==> src/rtl/apb_master_cmd_if.sv <==
// ============================================================================
// Module   : apb_master_cmd_if
// Purpose  : Command/response and APB bus signals for apb_master_cmd.
// Revision : 1.0 - initial release
// ============================================================================
`default_nettype none

interface apb_master_cmd_if #(
   parameter int ADDR_WIDTH = 4,
   parameter int DATA_WIDTH = 8
);
   logic                  cmd_valid;
   logic                  cmd_ready;
   logic                  cmd_write;
   logic [ADDR_WIDTH-1:0] cmd_addr;
   logic [DATA_WIDTH-1:0] cmd_wdata;

   logic                  rsp_valid;
   logic [DATA_WIDTH-1:0] rsp_rdata;
   logic                  rsp_err;
   logic                  busy;

   logic                  psel;
   logic                  penable;
   logic                  pwrite;
   logic [ADDR_WIDTH-1:0] paddr;
   logic [DATA_WIDTH-1:0] pwdata;
   logic [DATA_WIDTH-1:0] prdata;
   logic                  pready;

   modport master (
      input  cmd_valid, cmd_write, cmd_addr, cmd_wdata, prdata, pready,
      output cmd_ready, rsp_valid, rsp_rdata, rsp_err, busy,
             psel, penable, pwrite, paddr, pwdata
   );

   modport slave (
      output cmd_valid, cmd_write, cmd_addr, cmd_wdata, prdata, pready,
      input  cmd_ready, rsp_valid, rsp_rdata, rsp_err, busy,
             psel, penable, pwrite, paddr, pwdata
   );
endinterface

`default_nettype wire

==> src/rtl/apb_master_cmd.sv <==
// ============================================================================
// Module   : apb_master_cmd
// Purpose  : Single-outstanding APB master driven by a valid/ready command port.
//            Define APB_MASTER_TIMEOUT_EN to abort stalled ACCESS phases.
// Revision : 1.0 - initial release
// ============================================================================
`default_nettype none

module apb_master_cmd #(
   parameter int ADDR_WIDTH     = 4,
   parameter int DATA_WIDTH     = 8,
   parameter int TIMEOUT_CYCLES = 16
) (
   input  wire logic        pclk,
   input  wire logic        preset,
   apb_master_cmd_if.master bus
);

   typedef enum logic [1:0] {
      S_IDLE   = 2'd0,
      S_SETUP  = 2'd1,
      S_ACCESS = 2'd2
   } state_t;

   state_t                state_q, state_d;
   logic                  psel_q, penable_q, pwrite_q;
   logic [ADDR_WIDTH-1:0] paddr_q;
   logic [DATA_WIDTH-1:0] pwdata_q;
   logic                  rsp_valid_q, rsp_err_q;
   logic [DATA_WIDTH-1:0] rsp_rdata_q;

   logic                  w_accept;
   logic                  w_done;
   logic                  w_timeout;

   assign bus.cmd_ready = (state_q == S_IDLE) && !preset;
   assign w_accept      = bus.cmd_valid && bus.cmd_ready;
   assign w_done        = (state_q == S_ACCESS) && bus.pready;

`ifdef APB_MASTER_TIMEOUT_EN
   localparam int             CNT_W    = $clog2(TIMEOUT_CYCLES + 1);
   localparam logic [CNT_W-1:0] CNT_LAST = CNT_W'(TIMEOUT_CYCLES - 1);

   logic [CNT_W-1:0] cnt_q, cnt_d;

   // Counter holds the number of stalled ACCESS cycles already elapsed.
   always_comb begin
      cnt_d     = cnt_q;
      w_timeout = 1'b0;
      if (state_q == S_SETUP) begin
         cnt_d = '0;
      end else if ((state_q == S_ACCESS) && !bus.pready) begin
         if (cnt_q == CNT_LAST) begin
            w_timeout = 1'b1;
         end else begin
            cnt_d = cnt_q + 1'b1;
         end
      end
   end

   always_ff @(posedge pclk or posedge preset) begin
      if (preset) begin
         cnt_q <= '0;
      end else begin
         cnt_q <= cnt_d;
      end
   end
`else
   logic w_unused_timeout;
   assign w_unused_timeout = (TIMEOUT_CYCLES > 0);
   assign w_timeout        = 1'b0;
`endif

   always_comb begin
      state_d = state_q;
      case (state_q)
         S_IDLE:   if (w_accept) state_d = S_SETUP;
         S_SETUP:  state_d = S_ACCESS;
         S_ACCESS: if (w_done || w_timeout) state_d = S_IDLE;
         default:  state_d = S_IDLE;
      endcase
   end

   always_ff @(posedge pclk or posedge preset) begin
      if (preset) begin
         state_q     <= S_IDLE;
         psel_q      <= 1'b0;
         penable_q   <= 1'b0;
         pwrite_q    <= 1'b0;
         paddr_q     <= '0;
         pwdata_q    <= '0;
         rsp_valid_q <= 1'b0;
         rsp_err_q   <= 1'b0;
         rsp_rdata_q <= '0;
      end else begin
         state_q   <= state_d;
         psel_q    <= (state_d != S_IDLE);
         penable_q <= (state_d == S_ACCESS);
         if (w_accept) begin
            pwrite_q <= bus.cmd_write;
            paddr_q  <= bus.cmd_addr;
            pwdata_q <= bus.cmd_wdata;
         end
         rsp_valid_q <= w_done || w_timeout;
         rsp_err_q   <= w_timeout;
         rsp_rdata_q <= (w_done && !pwrite_q) ? bus.prdata : '0;
      end
   end

   assign bus.psel      = psel_q;
   assign bus.penable   = penable_q;
   assign bus.pwrite    = pwrite_q;
   assign bus.paddr     = paddr_q;
   assign bus.pwdata    = pwdata_q;
   assign bus.busy      = psel_q;
   assign bus.rsp_valid = rsp_valid_q;
   assign bus.rsp_err   = rsp_err_q;
   assign bus.rsp_rdata = rsp_rdata_q;

endmodule

`default_nettype wire

==> src/flat_wrapper.sv <==
// flat-port wrapper written by rule: the top's interface ports become plain ports
module apb_master_cmd_flat 
#(
   parameter int ADDR_WIDTH     = 4,
   parameter int DATA_WIDTH     = 8,
   parameter int TIMEOUT_CYCLES = 16
)
  (pclk, preset, bus_cmd_valid, bus_cmd_write, bus_cmd_addr, bus_cmd_wdata, bus_prdata, bus_pready, bus_cmd_ready, bus_rsp_valid, bus_rsp_rdata, bus_rsp_err, bus_busy, bus_psel, bus_penable, bus_pwrite, bus_paddr, bus_pwdata);
  apb_master_cmd_if #(.ADDR_WIDTH(ADDR_WIDTH), .DATA_WIDTH(DATA_WIDTH)) bus_i ();
  input  wire logic pclk;
  input  wire logic preset;
  input wire logic [$bits(bus_i.cmd_valid)-1:0] bus_cmd_valid;
  input wire logic [$bits(bus_i.cmd_write)-1:0] bus_cmd_write;
  input wire logic [$bits(bus_i.cmd_addr)-1:0] bus_cmd_addr;
  input wire logic [$bits(bus_i.cmd_wdata)-1:0] bus_cmd_wdata;
  input wire logic [$bits(bus_i.prdata)-1:0] bus_prdata;
  input wire logic [$bits(bus_i.pready)-1:0] bus_pready;
  output wire logic [$bits(bus_i.cmd_ready)-1:0] bus_cmd_ready;
  output wire logic [$bits(bus_i.rsp_valid)-1:0] bus_rsp_valid;
  output wire logic [$bits(bus_i.rsp_rdata)-1:0] bus_rsp_rdata;
  output wire logic [$bits(bus_i.rsp_err)-1:0] bus_rsp_err;
  output wire logic [$bits(bus_i.busy)-1:0] bus_busy;
  output wire logic [$bits(bus_i.psel)-1:0] bus_psel;
  output wire logic [$bits(bus_i.penable)-1:0] bus_penable;
  output wire logic [$bits(bus_i.pwrite)-1:0] bus_pwrite;
  output wire logic [$bits(bus_i.paddr)-1:0] bus_paddr;
  output wire logic [$bits(bus_i.pwdata)-1:0] bus_pwdata;
  assign bus_i.cmd_valid = bus_cmd_valid;
  assign bus_i.cmd_write = bus_cmd_write;
  assign bus_i.cmd_addr = bus_cmd_addr;
  assign bus_i.cmd_wdata = bus_cmd_wdata;
  assign bus_i.prdata = bus_prdata;
  assign bus_i.pready = bus_pready;
  assign bus_cmd_ready = bus_i.cmd_ready;
  assign bus_rsp_valid = bus_i.rsp_valid;
  assign bus_rsp_rdata = bus_i.rsp_rdata;
  assign bus_rsp_err = bus_i.rsp_err;
  assign bus_busy = bus_i.busy;
  assign bus_psel = bus_i.psel;
  assign bus_penable = bus_i.penable;
  assign bus_pwrite = bus_i.pwrite;
  assign bus_paddr = bus_i.paddr;
  assign bus_pwdata = bus_i.pwdata;
  apb_master_cmd #(.ADDR_WIDTH(ADDR_WIDTH), .DATA_WIDTH(DATA_WIDTH), .TIMEOUT_CYCLES(TIMEOUT_CYCLES)) u_core (.pclk(pclk), .preset(preset), .bus(bus_i));
endmodule
==> config.mk <==
export PLATFORM = sky130hd
export DESIGN_NAME = apb_master_cmd_flat
export DESIGN_NICKNAME = d
export VERILOG_FILES = /design/src/rtl/apb_master_cmd_if.sv /design/src/rtl/apb_master_cmd.sv /design/src/flat_wrapper.sv
export SDC_FILE = /design/constraint.sdc
export NUM_CORES = 1
export LEC_CHECK = 0
export CORE_ASPECT_RATIO = 2
export CORE_MARGIN = 5
export CORE_UTILIZATION = 39
export DETAILED_ROUTE_END_ITERATION = 12
export GPL_TIMING_DRIVEN = 0
export MAX_ROUTING_LAYER = met4
export PLACE_DENSITY = 0.78
export SLEW_MARGIN = 30
export SYNTH_ARGS = -nofsm -noshare
export SYNTH_HDL_FRONTEND = slang
export SYNTH_SLANG_ARGS = --single-unit
==> constraint.sdc <==
create_clock -name pclk -period 2 [get_ports pclk]
set_input_delay 0.4 -clock pclk [delete_from_list [all_inputs] [get_ports pclk]]
set_output_delay 0.4 -clock pclk [all_outputs]
set_load 0.005 [all_outputs]
==> summary.md <==
| Metric | Value |
|---|---|
| H-tree level count | 1 |
| Synth-to-layout area growth | 56.6% |
| Final nets | 145 |
| Largest net degree at the start of global routing | 27 |
| CP Data Required Time | 1.60 ns |
| Placed Cells | 143 |
| Chip width | 46.4 µm |
| Share of layout cells above drive strength 1 | 21.2% |
| Clock Sinks | 26 |
| Routed Antenna Nets | 0 |
| RR Endpoint | u_core.bus.paddr[1] |
| Drt wl/cell | 14.4 µm |
| Fmax | 0.546 GHz |
| Syn. warnings | 0 |
| Worst reg2reg path depth | 4 |
| Input/output buffers | 50 |
| GRT Residual Overflow | 0 |
| Post-synth top area cell | dfrtp_1 |
| R2R Setup Slk | 0.38 ns |
| Slew headroom | 65.7% |
| Outcome | complete, no violations |
| Fin Setup TNS | 0 ns |
| Library cells used by synthesis | 19 |
| CP Data Arrival Time | 1.43 ns |
| First-pass GRT wire length | 3390 µm |
| Post-synth EDFFs | 0 |
| Hold Crit Class | in -> async |
| Worst setup SP type | flip-flop |
| Post-synth top area share | 63.0% |
| Post-route clock period utilization | 91.6% |
| Setup slack after layout | 0.169 ns |
| Initial antenna violation count | 0 |
| Commonest cells in the netlist | 26 x dfrtp_1, 9 x mux2_4, 8 x and2_1 |
| Max FO, Critical Path | 8 |
| Placement Setup Slack | -0.00555 ns |
| CTS Buf Count | 3 |
| Unrepaired setup endpoints after global routing | no |
| Die footprint | 3840 µm² |
| Total number of vias | 663 |
| Fin Clk Skew | 0.00274 ns |
| 1st-iter DRT viols | 17 |
| Cts hold-fix bufs | 0 |
| Setup crit end kind | output pin |
| DIE HEIGHT | 82.8 µm |
| CTS tree | yes |
| Asr flop ratio synth | 100% |
| DR pass1 iterations | 3 |
| Final setup violation count | 0 |
| Clock latency reported for the late side of the worst-skew pair | 0.25 ns |
| Setup bufs post-CTS | 0 |
| Mapped Area | 1030 µm² |
| Pins Over Slew Limit | 0 |
| Most frequent cell after synthesis | dfrtp_1 |
| Leak | 0.723 nW |
| Antenna cells | 0 |
| Final WL | 2100 µm |
| Final Hold Viols | 0 |
| Root buf cell | clkbuf_8 |
| Gate Count Post-Synth | 65 |
| Syn_nets | 90 |
| GR Util All Layers | 12.7% |
| Max-Cap Viols | 0 |
| Crit path kind | reg -> out |
| Primary FF master, synth | dfrtp_1 |
| Num ports | 52 |
| Initial core utilization | 40.7% |
| Vias per Instance | 4.54 |
| Fillers | 216 |
| Sequential share of the synthesized area | 63.0% |
| Avg Synthesized Cell Area | 15.9 µm² |
| Final std cells w/o fill | 146 |
| Top cells by area, synth | dfrtp_1 63%, mux2_4 13%, and2_1 4.8%, mux2_2 4.4%, nor4b_4 2.3% |
| Row cnt | 26 |
| Worst slew pin tran | 0.514 ns |
| DRC | 0 |
| Number of synthesized register bits | 26 |
| Clock transition at path regs | 0.08 ns |
| Peak supply drop | 0.000719 V |
| Routability Congestion | 0.667 |
| Clock Path Buffers | 2 |
| Multi-input logic area | 334 µm² |
| Worst R2R Start | u_core.state_q[1] |
| Core area | 2540 µm² |
| Vias in the first global route | 739 |
| Fin crit period | 1.83 ns |
| Storage cell area | 651 µm² |
| PD cells | 862 nW/µm² |
[placed cells by master (no fill, tap or decap)]
| cell type | count |
|---|---|
| and2_1 | 8 |
| and4bb_2 | 1 |
| buf_4 | 3 |
| buf_6 | 1 |
| buf_8 | 1 |
| clkbuf_8 | 3 |
| clkdlybuf4s50_1 | 49 |
| conb_1 | 1 |
| dfrtp_1 | 26 |
| dlymetal6s2s_1 | 1 |
| inv_2 | 1 |
| mux2_2 | 4 |
| mux2_4 | 9 |
| mux2i_1 | 2 |
| nand2_1 | 1 |
| nand2b_1 | 1 |
| nor2_1 | 1 |
| nor2b_1 | 1 |
| nor3_2 | 1 |
| nor4b_4 | 1 |
| o21ai_0 | 1 |
| o31a_1 | 1 |
[how the worst max path moves through the flow]
stage                            from              endpoint  slack, ns  cells past startpoint
finish              u_core.state_q[0]         bus_cmd_ready       0.17                      3
global route        u_core.state_q[0]         bus_cmd_ready       0.06                      3
CTS                            preset         bus_cmd_ready       0.03                      3
detailed placement             preset         bus_cmd_ready     -0.006                      3
global placement               preset  u_core.bus.pwdata[1]       0.02                      4
floorplan           u_core.state_q[0]   u_core.bus.paddr[0]       0.49                      4
[critical path, cell delays in order, from the launching register on]
cell	delay (ns)
dfrtp_1	0.38
buf_6	0.14
nor3_2	0.15
clkdlybuf4s50_1	0.51
[metrics by stage]
| stage | hold WS, ns | total power, W | util [%] | area [µm²] |
|---|---|---|---|---|
| 2_1_floorplan | 0.440 | 0.000859 | - | 1030 |
| 3_3_place_gp | 0.492 | 0.00112 | 61.8 | 1570 |
| 3_5_place_dp | 0.499 | 0.00114 | 61.8 | 1570 |
| 4_1_cts | 0.517 | 0.00141 | 63.6 | 1610 |
| 5_1_grt | 0.354 | 0.00147 | 63.7 | 1620 |
| 6_report | 0.289 | 0.00139 | 63.7 | 1620 |
[logic make-up (layout without fill, tap and decap cells)]
kind of cell / Yosys count / after routing / synth area share, %
AOI/OAI and AO/OA: 2 / 2 / 1.33
buffers and inverters: 6 / 59 / 5.09
other: 1 / 1 / 0.363
muxes: 15 / 15 / 19.4
DFF: 26 / 26 / 63.0
and+or+nand+nor: 15 / 15 / 10.8
[registers in the layout, indices dropped and copies added, names as in the netlist]
signal / cells
u_core.bus.pwdata: 8
u_core.bus.rsp_rdata: 8
u_core.bus.paddr: 4
u_core.state_q: 2
u_core.bus.busy: 1
u_core.bus.penable: 1
u_core.bus.pwrite: 1
u_core.bus.rsp_valid: 1
[area by class of cell]
type	instances	share of cell area [%]
Buffer	5	3.02
Clock buffer	3	2.55
Inverter	1	0.232
Multi-Input combinational cell	33	20.7
Sequential cell	26	40.2
Tap cell	28	2.17
Timing Repair Buffer	50	31.1
[what timing repair did]
action,CTS,global route
gates resized for setup,1,1
cloned,0,0
setup endpoints to repair,1,1
[per-layer routing]
metal	global-route usage, %	vias up	routed length, µm
li1	-	318	-
met1	13.6	322	659
met2	21.8	21	1300
met3	1.95	2	113
met4	5.98	0	27
met5	-	-	0
[power breakdown]
| group | total (W) | switching (W) | leakage, nW | internal, W |
|---|---|---|---|---|
| Combinational | 0.000451 | 0.000125 | 0.373 | 0.000327 |
| Clock | 0.000270 | 0.000136 | 0.0216 | 0.000134 |
| Sequential | 0.000672 | 0.0000514 | 0.328 | 0.000621 |
(Power assumes the default switching activity.)
